--- src/rtl/fifo_pkg.sv ---
// Shared async-FIFO helpers: pointer code conversions, the default depth,
// and the read-side status flag bundle.
package fifo_pkg;

  localparam int ADDRSIZE_DEF = 4;
  localparam int FIFO_DEPTH   = 2 ** ADDRSIZE_DEF;

  // Widest pointer the helper functions handle; callers zero-extend and slice.
  localparam int PTR_MAXW = 32;
  typedef logic [PTR_MAXW-1:0] ptr_word_t;

  // Registered read-side status flags, kept together so they update as one.
  typedef struct packed {
    logic empty;
    logic one_left;
    logic almost_empty;
    logic underflow;
  } rstat_t;

  // Binary to Gray. With zero upper bits the low W bits are the W-bit Gray
  // code, so one function serves every pointer width.
  function automatic ptr_word_t bin2gray(input ptr_word_t b);
    return b ^ (b >> 1);
  endfunction

  // Gray to binary. Each bit is the XOR of itself and all higher Gray bits;
  // zero upper bits leave the result width-independent.
  function automatic ptr_word_t gray2bin(input ptr_word_t g);
    ptr_word_t b;
    b = '0;
    b[PTR_MAXW-1] = g[PTR_MAXW-1];
    for (int i = PTR_MAXW - 2; i >= 0; i--) b[i] = b[i+1] ^ g[i];
    return b;
  endfunction

endpackage

--- src/rtl/gray2bin_comb.sv ---
// Pure combinational Gray-to-binary converter, shared with the write side.
module gray2bin_comb #(
  parameter int W = 5
) (
  input  logic [W-1:0] gray_i,
  output logic [W-1:0] bin_o
);

  // Each binary bit is the reduction XOR of the Gray bits at and above it.
  for (genvar i = 0; i < W; i++) begin : g_bit
    assign bin_o[i] = ^gray_i[W-1:i];
  end

endmodule

--- src/rtl/rptr_empty_lvl.sv ---
// Read-domain pointer and status block for the async FIFO. Holds the binary
// and Gray read pointers, drives the RAM read address, and registers empty,
// one-left, almost-empty, fill level and a sticky underflow flag, all computed
// from the post-read pointer against the synchronised write pointer.
module rptr_empty_lvl
  import fifo_pkg::*;
#(
  parameter int ADDRSIZE   = 4,
  parameter int AEMPTY_RST = 2
) (
  input  logic                rclk,
  input  logic                rrst_n,
  input  logic                rinc,
  input  logic [ADDRSIZE:0]   rq2_wptr,
  input  logic [ADDRSIZE:0]   raempty_thr,
  input  logic                raempty_ld,
  input  logic                rerr_clr,
  output logic [ADDRSIZE-1:0] raddr,
  output logic [ADDRSIZE:0]   rptr,
  output logic                rempty,
  output logic                rone_left,
  output logic                ralmost_empty,
  output logic [ADDRSIZE:0]   rlevel,
  output logic                runderflow
);

  localparam int PW = ADDRSIZE + 1;

  logic [ADDRSIZE:0] rbin_q, rbin_d;
  logic [ADDRSIZE:0] rptr_q, rptr_d;
  logic [ADDRSIZE:0] lvl_q,  lvl_d;
  logic [ADDRSIZE:0] thr_q,  thr_d;
  logic [ADDRSIZE:0] wbin_s;
  rstat_t            stat_q, stat_d;
  logic              rd_en;

  // Synchronised write pointer back to binary for level arithmetic.
  gray2bin_comb #(.W(PW)) u_wptr_g2b (
    .gray_i (rq2_wptr),
    .bin_o  (wbin_s)
  );

  // Next pointer, level and flags. Everything is derived from the post-read
  // pointer so the flags never claim data that a same-cycle read consumed.
  // Level is unsigned modulo 2**PW, so it stays correct across pointer wrap.
  // A freshly loaded threshold takes effect on its own load edge; thresholds
  // above the depth need no clamp since the level can never exceed them.
  always_comb begin
    rd_en                = rinc & ~stat_q.empty;
    rbin_d               = rbin_q + {{ADDRSIZE{1'b0}}, rd_en};
    rptr_d               = (rbin_d >> 1) ^ rbin_d;
    lvl_d                = wbin_s - rbin_d;
    thr_d                = raempty_ld ? raempty_thr : thr_q;
    stat_d               = stat_q;
    stat_d.empty         = (rptr_d == rq2_wptr);
    stat_d.one_left      = (lvl_d == PW'(1));
    stat_d.almost_empty  = (lvl_d <= thr_d);
    // Set dominates clear so a same-edge underflow is never lost.
    stat_d.underflow     = (rinc & stat_q.empty) | (stat_q.underflow & ~rerr_clr);
  end

  // State registers; reset leaves the FIFO empty with the default threshold.
  always_ff @(posedge rclk or negedge rrst_n) begin
    if (!rrst_n) begin
      rbin_q              <= '0;
      rptr_q              <= '0;
      lvl_q               <= '0;
      thr_q               <= PW'(AEMPTY_RST);
      stat_q.empty        <= 1'b1;
      stat_q.one_left     <= 1'b0;
      stat_q.almost_empty <= 1'b1;
      stat_q.underflow    <= 1'b0;
    end else begin
      rbin_q <= rbin_d;
      rptr_q <= rptr_d;
      lvl_q  <= lvl_d;
      thr_q  <= thr_d;
      stat_q <= stat_d;
    end
  end

  assign raddr         = rbin_q[ADDRSIZE-1:0];
  assign rptr          = rptr_q;
  assign rlevel        = lvl_q;
  assign rempty        = stat_q.empty;
  assign rone_left     = stat_q.one_left;
  assign ralmost_empty = stat_q.almost_empty;
  assign runderflow    = stat_q.underflow;

endmodule

--- config.mk ---
export PLATFORM = sky130hd
export DESIGN_NAME = rptr_empty_lvl
export DESIGN_NICKNAME = d
export VERILOG_FILES = /design/src/rtl/fifo_pkg.sv /design/src/rtl/gray2bin_comb.sv /design/src/rtl/rptr_empty_lvl.sv
export SDC_FILE = /design/constraint.sdc
export NUM_CORES = 1
export LEC_CHECK = 0
export ABC_AREA = 1
export ABC_CLOCK_PERIOD_IN_PS = 2600
export CORE_AREA = 5 5 63 65
export DETAILED_ROUTE_END_ITERATION = 10
export DIE_AREA = 0 0 68 70
export GPL_ROUTABILITY_DRIVEN = 0
export PLACE_DENSITY_LB_ADDON = 0.12
export SYNTH_ARGS = -nofsm -noshare
export SYNTH_HDL_FRONTEND = slang
export SYNTH_HIERARCHICAL = 1
export SYNTH_SLANG_ARGS = --single-unit
--- constraint.sdc ---
create_clock -name rclk -period 2.6 [get_ports rclk]
set_input_delay 0.39 -clock rclk [delete_from_list [all_inputs] [get_ports rclk]]
set_output_delay 0.39 -clock rclk [all_outputs]
set_load 0.005 [all_outputs]
# [Yosys cells after proc, flatten, opt, wreduce, memory -nomap -nowiden]
# Index checks and enable logic that the tools add are counted.
# Widths: inputs -> output; s select.
[op_classes] addsub=2 order_cmp=1 eq_ne=2 mux=1 bitwise_logic=7 reduce_logical=4
[op_table] op="$add 5x1->5" n=1
[op_table] op="$eq 5x1->1 const B" n=1
[op_table] op="$eq 5x5->1" n=1
[op_table] op="$le 5x5->1" n=1
[op_table] op="$mux 5" n=1
[op_table] op="$reduce_xor 5->1" n=1
[op_table] op="$sub 5x5->5" n=1
[op_table] op="$xor 4x5->5" n=1
[op_table] op="$reduce_xor 4->1" n=1
[op_table] op="$and 1x1->1" n=3
[op_table] op="$reduce_xor 3->1" n=1
[op_table] op="$not 1->1" n=2
[op_table] op="$reduce_xor 2->1" n=1
[op_table] op="$or 1x1->1" n=1
[word_totals] ff_bits=24 in_bits=15 output_inout_bits=18 elab_cells=25

# [Longest topological paths before layout]
[logic_depth] ltp_word=5 depth_mapped=19

# [Hierarchy]
# The synthesis kept the hierarchy.
[by_module_without_submodules] mod="rptr_empty_lvl" n_inst=1 cells_per_inst=169 area_per_inst_um2=1316.3 seq_area_each_um2=579.3
[by_module_without_submodules] mod="gray2bin_comb" n_inst=1 cells_per_inst=21 area_per_inst_um2=117.6 seq_area_each_um2=0.0

# [Least setup slack after synthesis]
# No wires, ideal clock.
[synth_timing] kind="reg2reg" startpoint="register stat_q, in the netlist rempty" endpoint="register stat_q, in the netlist ralmost_empty" setup_ns=0.088 t_arrival_ns=2.563 slack_ns=-0.051 path_stages_with_launch=18 period_less_slack_ns=2.651 path_cell_list="dfstp_2 -> inv_2 -> nand3_2 -> inv_2 -> ha_1 -> or2_2 -> and2_1 -> ha_1 -> inv_1 -> nand2_1 -> nand3_2 -> nand2_1 -> nand2_1 -> nand2_2 -> ha_1 -> nand4_1 -> o221ai_1 -> o21ai_0"
[synth_rtl] element="start, declared" line_no="rptr_empty_lvl.sv:34" text="rstat_t stat_q, stat_d;"
[synth_rtl] element="start signal, assigned" line_no="rptr_empty_lvl.sv:78" text="stat_q <= stat_d;"

==> results.toml <==
[floorplanning]
num_rows = 21
dieWidth_um = 68
coreArea_um2 = 3280
floorplan.initialDensity_pct = 43.7
design.portCount = 33
die_h_um = 70
die_area_um2 = 4760

[yosys]
netlist-cell-type-count = 24
synth_adder_area_share_pct = 7.85
synth_top_family_by_area = "simple AND/OR/NAND/NOR gates"
net_count_synth = 214
number_of_warnings_reported_in_the_yosys_synthesis_log = 6
syn-instance-count = 190
synth_enable_flop_cells = 0
synth_xor_xnor_area_share_pct = 3.05
compound_gate_fraction_of_synth_area_pct = 4.54
synth_top_area_share_pct = 34.9
yosys_most_used_dff = "sky130_fd_sc_hd__dfrtp_1"
ys_top_cells_by_area = "sky130_fd_sc_hd__dfrtp_1, sky130_fd_sc_hd__nand2_1, sky130_fd_sc_hd__inv_1"
ys_ff_latch = 23
post_synth.cell_area_avg_um2 = 7.55
yosys.area_share.simple_pct = 32.4
async_flop_share_pct = 100
synth.yosys.seq_area_share_pct = 40.4
yosysTopAreaCell = "sky130_fd_sc_hd__dfrtp_1"
mux_share_of_post_synthesis_cell_area_pct = 0.785
ys_top_cells_by_count = "sky130_fd_sc_hd__nand2_1, sky130_fd_sc_hd__inv_1, sky130_fd_sc_hd__dfrtp_1"
yosysMostFrequentCell = "sky130_fd_sc_hd__nand2_1"
synth_area_um2 = 1430

[route]
route.detailed.drc = 0
drt_pass_1_iters = 5
drt-total-wl_um = 3700
antenna_violating_nets_post_route = 0
detailedRoute.firstIterationViolations = 54
post_dr_vias_cell = 4.64
total_number_of_vias = 1419
detail_route.wl_per_cell_um = 12.1

[worst_setup_path]
critical_path.endpoint_type = "flip-flop"
critPathKind = "reg -> reg"
worst-path-max-fanout = 3
crit_required_ns = 2.87
worst_path_max_delay_cell = "sky130_fd_sc_hd__dfstp_2"
timing.critical_path.from_type = "flip-flop"
cp_slowest_stage_delay_ns = 0.56
critPathArrivalTime_ns = 2.82
series_of_cell_instances_along_the_critical_path = "inv_2 > nand3_4 > inv_4 > ha_4 > or2_4 > and2_4 > ha_4 > inv_2 > nand2_2 > nand3_2 > nand2_2 > nand2_2 > nand2_2 > ha_4 > nand4_1 > o221ai_1 > o21ai_1"
path_common_cell = "sky130_fd_sc_hd__nand2_2"

[power]
power.ir.vdd_worst_mv = 0.435
p_seq_share_pct = 24.2
power.share.switching_pct = 40.3
clock_power_share_pct = 7.5
power_mw = 2.38
combPwrFrac_pct = 68.3
netSwitchingPower_mw = 0.957
pwr_density_cell_nw_per_um2 = 1090
static-leakage-power_nw = 1.16
p_int_mw = 1.42

[clock_network]
cts_buffer_depth = 2
ctsHtreeMaxLevel = 1
clk_latency_ns = 0.32
cts_inserted_buffers = 3
path_clk_slew_ns = 0.14
tritoncts_num_sinks = 23
cts_tree = "yes"
library_cell_used_as_clock_root_buffer = "sky130_fd_sc_hd__clkbuf_4"

[run]
cap_viol_max_count = 0

[final_layout]
number_of_antenna_diodes = 0
area.growth.synth_to_final_pct = 52.1
post_layout_nonfiller_instances = 306
post_route_cells_drive_above_1_share_pct = 29.6
fill_cell_total_of_the_finished_layout = 283
final_net_count = 285

[global_routing]
antenna_found_initial = 0
pin_count_of_the_biggest_net_entering_global_routing = 24
grt_first_pass_wirelength_um = 6190
grt_pass1_vias = 1478
gr-total-overflow = 0
overall_track_demand_over_capacity_in_global_routing_pct = 16.8

[place]
placedCellCount = 298
place_hpwl_um = 2880
port_buffers = 32

[timing]
finalMaxSlewViolations = 0
timing.max_slew.rel_slack_pct = 69.0
worst_slew_pin_slew_ns = 0.461
max_clock_freq_mhz = 391
clock-skew-final_ns = 0.00372
post_route_clock_period_utilization_pct = 98.4
setup_viol_count_final = 0
timing.hold.ws_ns = 0.401
period_minus_slack_ns = 2.56
finalHoldViolCount = 0
rsz0062_at_grt = "yes"
setup_tns_ns = 0

[run_status]
outcome = "finished, final reports clean"

[worst_hold_path]
min_path_type = "in -> async"
## registers in the layout, indices dropped and copies added, names as in the netlist
| name | count |
|---|---|
| ralmost_empty | 1 |
| rempty | 1 |
| rptr | 4 |
| runderflow | 1 |
| rone_left | 1 |
| thr_q | 5 |
| rlevel | 5 |
| rbin_q | 5 |
## worst max-delay path, delay by kind of cell (launching register included)
kind | cells | cell delay (ns)
AND/OR/NAND/NOR | 9 | 0.87
AO/OA/AOI/OAI | 2 | 0.27
buffers and inverters | 3 | 0.15
adder cells (fa/ha/maj) | 3 | 0.64
flip-flops | 1 | 0.56
## power by group through the flow
stage | clock network [mW] | registers [mW] | logic, mW
detailed placement | 0 | 0.581 | 1.44
CTS | 0.180 | 0.576 | 1.53
global placement | 0 | 0.571 | 1.40
floorplan | 0 | 0.596 | 0.723
global route | 0.194 | 0.595 | 1.80
finish | 0.179 | 0.574 | 1.62
## path summary, 6_finish.rpt
kind,from,end,slack (ns),cells after the start
worst min-delay path,rrst_n,runderflow,0.40,2
max in group asynchronous,rrst_n,thr_q[1],1.92,2
worst max register to register,rempty,ralmost_empty,0.04,17
min in group rclk,thr_q[0],thr_q[0],0.55,1
worst max-delay path,rempty,ralmost_empty,0.04,17
worst min register to register,thr_q[0],thr_q[0],0.55,1
## repair_timing
item                                    CTS  global route
pin swaps                                 4             8
setup buffers                             2             2
endpoints found under the setup margin    1             1
resized for setup                        13             8
hold buffers                              0             0
## stage by stage
stage                     instance area, µm²  setup slack, ns  util [%]
final                                   2180           0.0424      66.4
after global routing                    2180           -0.103      66.4
after CTS                               2140           0.0103      65.2
after detailed placement                2060           -0.507      62.8
after floorplan                         1460           0.0228         -
after global placement                  2060           -0.401      62.8
## kinds of logic after synthesis
| family | after synthesis |
|---|---|
| compound gates | 11 |
| xor+xnor | 5 |
| fa+ha+maj | 9 |
| buf+inv | 41 |
| flops | 23 |
| mux | 1 |
| simple gates | 100 |
## cells in the final DEF, fill, tap and decap left out, types with 2 or more instances in the layout
cell	n
sky130_fd_sc_hd__nand4_1	3
sky130_fd_sc_hd__nor2_1	6
sky130_fd_sc_hd__dfstp_2	3
sky130_fd_sc_hd__dfrtp_1	20
sky130_fd_sc_hd__clkbuf_4	3
sky130_fd_sc_hd__nand2_2	14
sky130_fd_sc_hd__buf_4	36
sky130_fd_sc_hd__xnor2_2	3
sky130_fd_sc_hd__o21ai_0	4
sky130_fd_sc_hd__ha_4	3
sky130_fd_sc_hd__nand2_1	51
sky130_fd_sc_hd__inv_2	5
sky130_fd_sc_hd__inv_1	33
sky130_fd_sc_hd__o21bai_1	2
sky130_fd_sc_hd__nand3_2	3
sky130_fd_sc_hd__xor2_1	2
sky130_fd_sc_hd__clkdlybuf4s50_1	26
sky130_fd_sc_hd__ha_1	6
sky130_fd_sc_hd__dlygate4sd2_1	6
sky130_fd_sc_hd__nand3_1	18
## metal layers
layer	wire length [µm]	global-route usage, %
met1	1550	20.5
met2	1890	29.0
met3	201	1.60
met4	61	7.28
met5	0	0
## cell type report
cell class | count | area, µm² | share of cell area [%]
clock buffers | 4 | 26.3 | 1.20
well taps | 46 | 57.6 | 2.64
flip-flops and latches | 23 | 579 | 26.6
repair buffers | 68 | 583 | 26.7
inverters | 39 | 149 | 6.83
multi-input cells | 126 | 786 | 36.0
Power figures use the tool's default switching activity.
